==> src/rtl/avrxb_pkg.sv <==
// avrxb_pkg: shared definitions for the AVR external-memory bridge and the
// register-mapped peripherals hanging off it.
//   state_e       bridge FSM states
//   UNMAPPED_DEF  read value for addresses outside every slot
//   REG_*         register offsets (0..7) common to all peripherals
package avrxb_pkg;

    typedef enum logic [1:0] {
        S_QUIET = 2'd0,
        S_IDLE  = 2'd1,
        S_WR    = 2'd2,
        S_RD    = 2'd3
    } state_e;

    localparam logic [7:0] UNMAPPED_DEF = 8'h5a;

    localparam logic [2:0] REG_CNTRL = 3'd0;
    localparam logic [2:0] REG_CNTRH = 3'd1;
    localparam logic [2:0] REG_CMPL  = 3'd2;
    localparam logic [2:0] REG_CMPH  = 3'd3;
    localparam logic [2:0] REG_PRSC  = 3'd4;
    localparam logic [2:0] REG_STAT  = 3'd5;
    localparam logic [2:0] REG_IEN   = 3'd6;
    localparam logic [2:0] REG_CTRL  = 3'd7;

endpackage

==> src/rtl/avr_xmem_bridge_sync2.sv <==
// sync2: two-flop synchroniser for an asynchronous single-bit input.
// Both stages are exported because the bridge samples data on s1 while it
// detects edges on s2.
//   clk      in   system clock
//   reset_n  in   asynchronous active-low reset (flops load RST_VAL)
//   d_i      in   asynchronous input
//   s1_o     out  first stage
//   s2_o     out  second stage
module sync2 #(
    parameter logic RST_VAL = 1'b0
) (
    input  logic clk,
    input  logic reset_n,
    input  logic d_i,
    output logic s1_o,
    output logic s2_o
);

    logic s1_q, s2_q;

    always_ff @(posedge clk or negedge reset_n) begin
        if (!reset_n) begin
            s1_q <= RST_VAL;
            s2_q <= RST_VAL;
        end else begin
            s1_q <= d_i;
            s2_q <= s1_q;
        end
    end

    assign s1_o = s1_q;
    assign s2_o = s2_q;

endmodule

==> src/rtl/avr_xmem_bridge.sv <==
// avr_xmem_bridge: AVR multiplexed external-memory bus to internal peripheral
// register bus. Each AVR cycle becomes at most one single-clock strobe.
// Optional feature macro: AVRXB_IRQ_EN (interrupt pending/mask registers just
// above the slot range, and an active-low irq_n output).
//   clk, reset_n          system clock, async active-low reset
//   ale, wr_n, rd_n       AVR strobes (asynchronous)
//   ad_in, ah             AVR AD[7:0] input side, A[15:8]
//   ad_out, ad_oe         AVR AD drive value and output enable
//   a, d, cs              peripheral register address, write data, slot select
//   wdstb, rdstb          one-clock write / read strobes
//   rdata                 flat per-slot read data, slot i at [8i+7:8i]
//   irq_in, irq_n         peripheral interrupts in, AVR interrupt pin out
module avr_xmem_bridge
    import avrxb_pkg::*;
#(
    parameter int          NSLOT     = 4,
    parameter logic [15:0] BASE_ADDR = 16'h1100,
    parameter logic [7:0]  UNMAPPED  = UNMAPPED_DEF
) (
    input  logic               clk,
    input  logic               reset_n,
    input  logic               ale,
    input  logic               wr_n,
    input  logic               rd_n,
    input  logic [7:0]         ad_in,
    input  logic [7:0]         ah,
    output logic [7:0]         ad_out,
    output logic               ad_oe,
    output logic [2:0]         a,
    output logic [7:0]         d,
    output logic [NSLOT-1:0]   cs,
    output logic               wdstb,
    output logic               rdstb,
    input  logic [8*NSLOT-1:0] rdata,
    input  logic [NSLOT-1:0]   irq_in,
    output logic               irq_n
);

    localparam int          SLOT_W = (NSLOT > 1) ? $clog2(NSLOT) : 1;
    localparam logic [15:0] SPAN   = 16'(8 * NSLOT);

    // ---------------- synchronisers ----------------
    logic ale_s1, ale_s2, wr_s1, wr_s2, rd_s1_unused, rd_s2;

    sync2 #(.RST_VAL(1'b0)) u_sync_ale (.clk(clk), .reset_n(reset_n), .d_i(ale),
                                        .s1_o(ale_s1), .s2_o(ale_s2));
    sync2 #(.RST_VAL(1'b1)) u_sync_wr  (.clk(clk), .reset_n(reset_n), .d_i(wr_n),
                                        .s1_o(wr_s1), .s2_o(wr_s2));
    sync2 #(.RST_VAL(1'b1)) u_sync_rd  (.clk(clk), .reset_n(reset_n), .d_i(rd_n),
                                        .s1_o(rd_s1_unused), .s2_o(rd_s2));

    logic ale_prev_q, wr_prev_q, rd_prev_q;
    logic ale_fall, wr_fall, wr_rise, rd_fall, rd_rise;

    assign ale_fall = ale_prev_q & ~ale_s2;
    assign wr_fall  = wr_prev_q  & ~wr_s2;
    assign wr_rise  = ~wr_prev_q &  wr_s2;
    assign rd_fall  = rd_prev_q  & ~rd_s2;
    assign rd_rise  = ~rd_prev_q &  rd_s2;

    // ---------------- address / data capture ----------------
    logic [7:0] alo_q, ah_q, wdat_q;

    always_ff @(posedge clk or negedge reset_n) begin
        if (!reset_n) begin
            alo_q      <= '0;
            ah_q       <= '0;
            wdat_q     <= '0;
            ale_prev_q <= 1'b0;
        end else begin
            ale_prev_q <= ale_s2;
            if (ale_s1)
                alo_q <= ad_in;
            if (ale_fall)
                ah_q <= ah;
            if (!wr_s1 && !ale_s1)
                wdat_q <= ad_in;
        end
    end

    // ---------------- decode ----------------
`ifdef AVRXB_IRQ_EN
    logic [NSLOT-1:0] mask_q;
    logic             is_pend, is_mask;
`endif
    logic [15:0]       addr, off;
    logic              mapped;
    logic [SLOT_W-1:0] slot;
    logic [NSLOT-1:0]  slot_oh;
    logic [7:0]        rd_val;

    always_comb begin
        addr    = {ah_q, alo_q};
        off     = addr - BASE_ADDR;   // wraps below BASE_ADDR, so one compare covers both ends
        mapped  = (off < SPAN);
        slot    = off[SLOT_W+2:3];
        slot_oh = NSLOT'(1) << slot;
        rd_val  = UNMAPPED;
`ifdef AVRXB_IRQ_EN
        is_pend = (off == SPAN);
        is_mask = (off == SPAN + 16'd1);
        if (mapped)
            rd_val = rdata[{slot, 3'b000} +: 8];
        else if (is_pend)
            rd_val = 8'(irq_in);
        else if (is_mask)
            rd_val = 8'(mask_q);
`else
        if (mapped)
            rd_val = rdata[{slot, 3'b000} +: 8];
`endif
    end

    // ---------------- bus FSM ----------------
    state_e           state_q;
    logic             quiet_q;
    logic [1:0]       fill_q;
    logic             oe_q;
    logic [7:0]       ad_out_q, d_q;
    logic [2:0]       a_q;
    logic [NSLOT-1:0] cs_q;
    logic             wdstb_q, rdstb_q;

    always_ff @(posedge clk or negedge reset_n) begin
        if (!reset_n) begin
            state_q   <= S_QUIET;
            quiet_q   <= 1'b0;
            fill_q    <= 2'b00;
            wr_prev_q <= 1'b1;
            rd_prev_q <= 1'b1;
            oe_q      <= 1'b0;
            ad_out_q  <= '0;
            a_q       <= '0;
            d_q       <= '0;
            cs_q      <= '0;
            wdstb_q   <= 1'b0;
            rdstb_q   <= 1'b0;
`ifdef AVRXB_IRQ_EN
            mask_q    <= '1;
`endif
        end else begin
            // fill_q[1] marks the point where s2 reflects the pin rather than
            // the synchroniser reset value; a strobe held low through reset
            // must not look like two idle clocks.
            fill_q    <= {fill_q[0], 1'b1};
            wr_prev_q <= wr_s2;
            rd_prev_q <= rd_s2;
            wdstb_q   <= 1'b0;
            rdstb_q   <= 1'b0;
            case (state_q)
                S_QUIET: begin
                    if (fill_q[1] && wr_s2 && rd_s2) begin
                        if (quiet_q) begin
                            state_q <= S_IDLE;
                            quiet_q <= 1'b0;
                        end else begin
                            quiet_q <= 1'b1;
                        end
                    end else begin
                        quiet_q <= 1'b0;
                    end
                end
                S_IDLE: begin
                    if (wr_fall && rd_s2) begin
                        state_q <= S_WR;
                    end else if (rd_fall && wr_s2) begin
                        // ad_out only loads here, while oe is still clear
                        state_q  <= S_RD;
                        oe_q     <= 1'b1;
                        ad_out_q <= rd_val;
                        if (mapped) begin
                            rdstb_q <= 1'b1;
                            a_q     <= addr[2:0];
                            cs_q    <= slot_oh;
                        end else begin
                            // no slot owns this read, so nothing is selected
                            cs_q <= '0;
                        end
                    end else if (!wr_s2 || !rd_s2) begin
                        // simultaneous falls, or a strobe already low
                        state_q <= S_QUIET;
                    end
                end
                S_WR: begin
                    if (wr_rise) begin
                        state_q <= S_IDLE;
                        if (mapped) begin
                            wdstb_q <= 1'b1;
                            a_q     <= addr[2:0];
                            d_q     <= wdat_q;
                            cs_q    <= slot_oh;
                        end
`ifdef AVRXB_IRQ_EN
                        else if (is_mask) begin
                            mask_q <= wdat_q[NSLOT-1:0];
                        end
`endif
                    end
                end
                S_RD: begin
                    if (rd_rise) begin
                        oe_q    <= 1'b0;
                        state_q <= S_IDLE;
                    end
                end
                default: state_q <= S_QUIET;
            endcase
        end
    end

    // raw rd_n releases the bus without waiting for the synchroniser
    assign ad_oe  = oe_q & ~rd_n;
    assign ad_out = ad_out_q;
    assign a      = a_q;
    assign d      = d_q;
    assign cs     = cs_q;
    assign wdstb  = wdstb_q;
    assign rdstb  = rdstb_q;

    // ---------------- interrupt ----------------
`ifdef AVRXB_IRQ_EN
    logic irq_n_q;

    always_ff @(posedge clk or negedge reset_n) begin
        if (!reset_n)
            irq_n_q <= 1'b1;
        else
            irq_n_q <= ~|(irq_in & mask_q);
    end

    assign irq_n = irq_n_q;
`else
    logic irq_unused;
    assign irq_unused = ^irq_in;
    assign irq_n      = 1'b1;
`endif

endmodule
==> config.mk <==
export PLATFORM = sky130hd
export DESIGN_NAME = avr_xmem_bridge
export DESIGN_NICKNAME = d
export VERILOG_FILES = /design/src/rtl/avrxb_pkg.sv /design/src/rtl/avr_xmem_bridge_sync2.sv /design/src/rtl/avr_xmem_bridge.sv
export SDC_FILE = /design/constraint.sdc
export NUM_CORES = 1
export LEC_CHECK = 0
export ABC_AREA = 1
export BUFFER_PORTS_ARGS = -buffer_cell sky130_fd_sc_hd__buf_2
export CAP_MARGIN = 20
export CORE_UTILIZATION = 51
export DETAILED_ROUTE_END_ITERATION = 7
export GPL_ROUTABILITY_DRIVEN = 0
export MAX_ROUTING_LAYER = met4
export PLACE_DENSITY = 0.76
export REMOVE_ABC_BUFFERS = 1
export SLEW_MARGIN = 0
export SYNTH_ARGS = -nofsm -noshare
export SYNTH_HDL_FRONTEND = slang
export SYNTH_SLANG_ARGS = --single-unit
==> constraint.sdc <==
create_clock -name clk -period 1.52 [get_ports clk]
set_input_delay 0 -clock clk [delete_from_list [all_inputs] [get_ports clk]]
set_output_delay 0 -clock clk [all_outputs]
set_load 0.02 [all_outputs]
==> reports/qor.txt <==
status = complete, no violations
total CTS buffers = 9
Gates resized, CTS repair = 0
wire length per cell after detailed routing = 12.2 µm
initial standard-cell utilization of the core = 54.6%
cell count of the worst reg-to-reg path = 7
Post-DRT Antenna Nets = 0
IO Port Bufs = 78
top post-synthesis cells by count = sky130_fd_sc_hd__nand2_1 (83), sky130_fd_sc_hd__dfrtp_1 (58), sky130_fd_sc_hd__nor2_1 (27)
Worst IR Drop VDD = 0.884 mV
post-layout net count = 493
Design Area, Final = 0.00394 mm²
wire length of the first global-routing pass = 10500 µm
per-cell via count in the routed design = 4.73
reg2reg end = a[2]
EDFF count, synth = 0
GRT Total Usage = 23.9%
Internal Pwr Total = 3.36 mW
first element of the critical path = u_sync_wr.s2_o
number of synthesized register bits = 64
# diodes = 0
share of the yosys chip area belonging to registers = 56.3%
final number of hold-violating endpoints = 0
number of ports placed on the die boundary = 84
worst-path cell chain = inv_2 > nor3_4 > nand2_4 > a21oi_4 > nand2_2 > nand2_1 > nand2_1
power density cells = 1250 mW/mm²
Yosys warnings = 0
critical path endpoint category = register
largest fanout on the critical path = 6
final setup TNS = 0 ns
maximum number of pins on one net before global-route repair = 47
maximum buffer depth of the clock tree = 2
total via count in the routed design = 2419
overall routed net length = 6220 µm
fmax = 679 MHz
most used standard cell by instance count after synthesis = sky130_fd_sc_hd__nand2_1
type of origin of the critical path = register
H-Tree Depth = 3
final setup skew = 0.0119 ns
Synth area leaders = sky130_fd_sc_hd__dfrtp_1 (51%), sky130_fd_sc_hd__nand2_1 (11%), sky130_fd_sc_hd__dfstp_2 (5.5%), sky130_fd_sc_hd__nor2_1 (3.5%), sky130_fd_sc_hd__inv_1 (3.4%)
clk root buf = sky130_fd_sc_hd__clkbuf_8
gate count of the mapped netlist = 310
clock transition at the registers of the reported paths = 0.07 ns
number of clock sinks seen by CTS = 64
cell leakage power = 2.03 nW
slowest cell on the critical path = sky130_fd_sc_hd__dfstp_2
smallest setup slack after layout = 0.0474 ns
Clock power frac = 32.9%
detailed-route DRC error count = 0
area share of the leading cell type in the synthesized netlist = 50.8%
post-synth design cell area = 0.00286 mm²
share of synthesized registers carrying an async set or reset = 100%
crit path to = a[2]
worst path required time = 1.75 ns
die outline height = 76.9 µm
pre-CTS setup slack = 0.0498 ns
number of distinct library cells after synthesis = 30
Avg Inst Size Synth = 9.22 µm²
number of antenna violations at the first check in global routing = 0
HPWL after detailed placement = 4150 µm
Combinational Power Share = 24.2%
max-capacitance violation count = 0
worst reg2reg path startpoint = u_sync_wr.s2_o
first-pass detailed-route iteration total = 4
sw power = 1.55 mW
share of the clock period used by the worst path = 96.9%
worst-case register-to-register setup slack = 0.05 ns
sum of overflow across all layers after global routing = 0
delay of the slowest cell on the worst path = 0.58 ns
total setup violations reported at the end of the flow = 0
leading register cell type out of synthesis = sky130_fd_sc_hd__dfrtp_1
CORE AREA = 0.00524 mm²
placed instance area = 0.00335 mm²
shortest period the worst path allows = 1.47 ns
CP dominant cell by count = sky130_fd_sc_hd__nand2_1
worst skew pair latency = 0.34 ns
utilization of the core after routing = 75.2%
part of the total power dissipated in sequential elements = 43.0%
clock tree from TritonCTS = yes
category of the most critical setup path = reg -> reg
setup repair after global routing missed its margin = true
most area-hungry cell type in the Yosys netlist = sky130_fd_sc_hd__dfrtp_1
relative area change from synthesis to final layout = 37.8%
fraction of layout cells with a size suffix above 1 = 34.5%
proportion of total power due to net switching = 31.6%
Die ar. = 0.00591 mm²
violation count after the first detailed-route iteration = 118
Hold Crit Class = in -> reg
data arrival time of the critical path = 1.71 ns
final count of pins violating max slew = 0
via count of the first global-routing pass = 2361
# rows = 26
Die X-Extent = 76.9 µm
-- metal layers --
metal / routed length, µm / share of wire (%) / global-route usage (%) / vias to the layer above
met5: 0 / 0 / - / -
met4: 74 / 1.2 / 7.31 / 0
met3: 302 / 4.9 / 7.50 / 8
met2: 3040 / 49 / 37.0 / 66
met1: 2800 / 45 / 30.2 / 1111
li1: - / - / - / 1234
-- area by class of cell --
cell class | count | area (µm²)
clock buffer | 11 | 141
clock inverter | 5 | 80.1
fill | 374 | 1300
inverter | 38 | 145
multi-input combinational | 204 | 1080
sequential | 64 | 1610
tap | 70 | 87.6
timing repair buffer | 119 | 798
-- worst max-delay path, delay by kind of cell, from the launching register on --
kind,cells,cell delay (ns)
AO/OA/AOI/OAI,1,0.21
buffers and inverters,1,0.06
flip-flops,1,0.58
AND/OR/NAND/NOR,5,0.52
-- worst min path at each step --
stage	slack (ns)	from	to	depth (start not counted)
after floorplan	-0.30	reset_n	a[0]	0
after global placement	-0.03	reset_n	ah_q[7]	1
after detailed placement	-0.02	reset_n	ah_q[5]	1
after CTS	0.0009	rdata[7]	ad_out[7]	5
after global routing	0.02	rdata[22]	ad_out[6]	4
final	0.007	rdata[22]	ad_out[6]	4
-- power groups by stage --
stage	Clock [mW]	Sequential (mW)	Combinational, mW
3_3_place_gp	0	2.13	1.08
3_5_place_dp	0	2.14	1.11
2_1_floorplan	0	2.25	0.628
6_report	1.61	2.11	1.19
4_1_cts	1.64	2.11	1.19
5_1_grt	1.72	2.14	1.33
-- stage by stage --
stage	hold WS, ns	total power, mW	std cells
after floorplan	-0.296	2.88	306
after global placement	-0.0332	3.22	458
after detailed placement	-0.0236	3.25	458
after CTS	0.000881	4.94	509
after global routing	0.0188	5.20	511
final	0.00702	4.91	511
-- kinds of logic (layout without fill, tap and decap cells) --
logic type	Yosys count	in the layout	synth area share [%]
simple gates	152	152	25.7
flops	64	64	56.3
compound gates	46	46	10.2
buf+inv	43	173	6.13
mux	4	4	1.58
other cells	1	2	0.131
-- placed cells by master (no fill, tap or decap), drive strengths merged --
cell          n
a21oi        13
a22oi         5
a31oi         1
and2          1
buf          84
bufinv        2
clkbuf       11
clkinv        1
clkinvlp      2
conb          2
dfrtp        58
dfstp         6
dlygate4sd3  35
inv          38
mux2          4
nand2        92
nand3        18
nand4         4
nor2         36
nor3          1
o211ai        1
o21ai        26
-- repair_timing --
| item | 4_1_cts | 5_1_grt |
|---|---|---|
| endpoints found under the hold margin | 53 | 0 |
| setup buffers | 0 | 2 |
| setup endpoints to repair | 0 | 6 |
| hold buffers | 35 | 0 |
-- flip-flops by register name, summed over array words and instances, names as in the netlist, 2 cells and up --
signal / flops
fill_q: 2
d: 8
alo_q: 8
a: 3
state_q: 2
ah_q: 8
ad_out: 8
wdat_q: 8
cs: 4
Note: power is estimated with default switching activity, not from simulation.
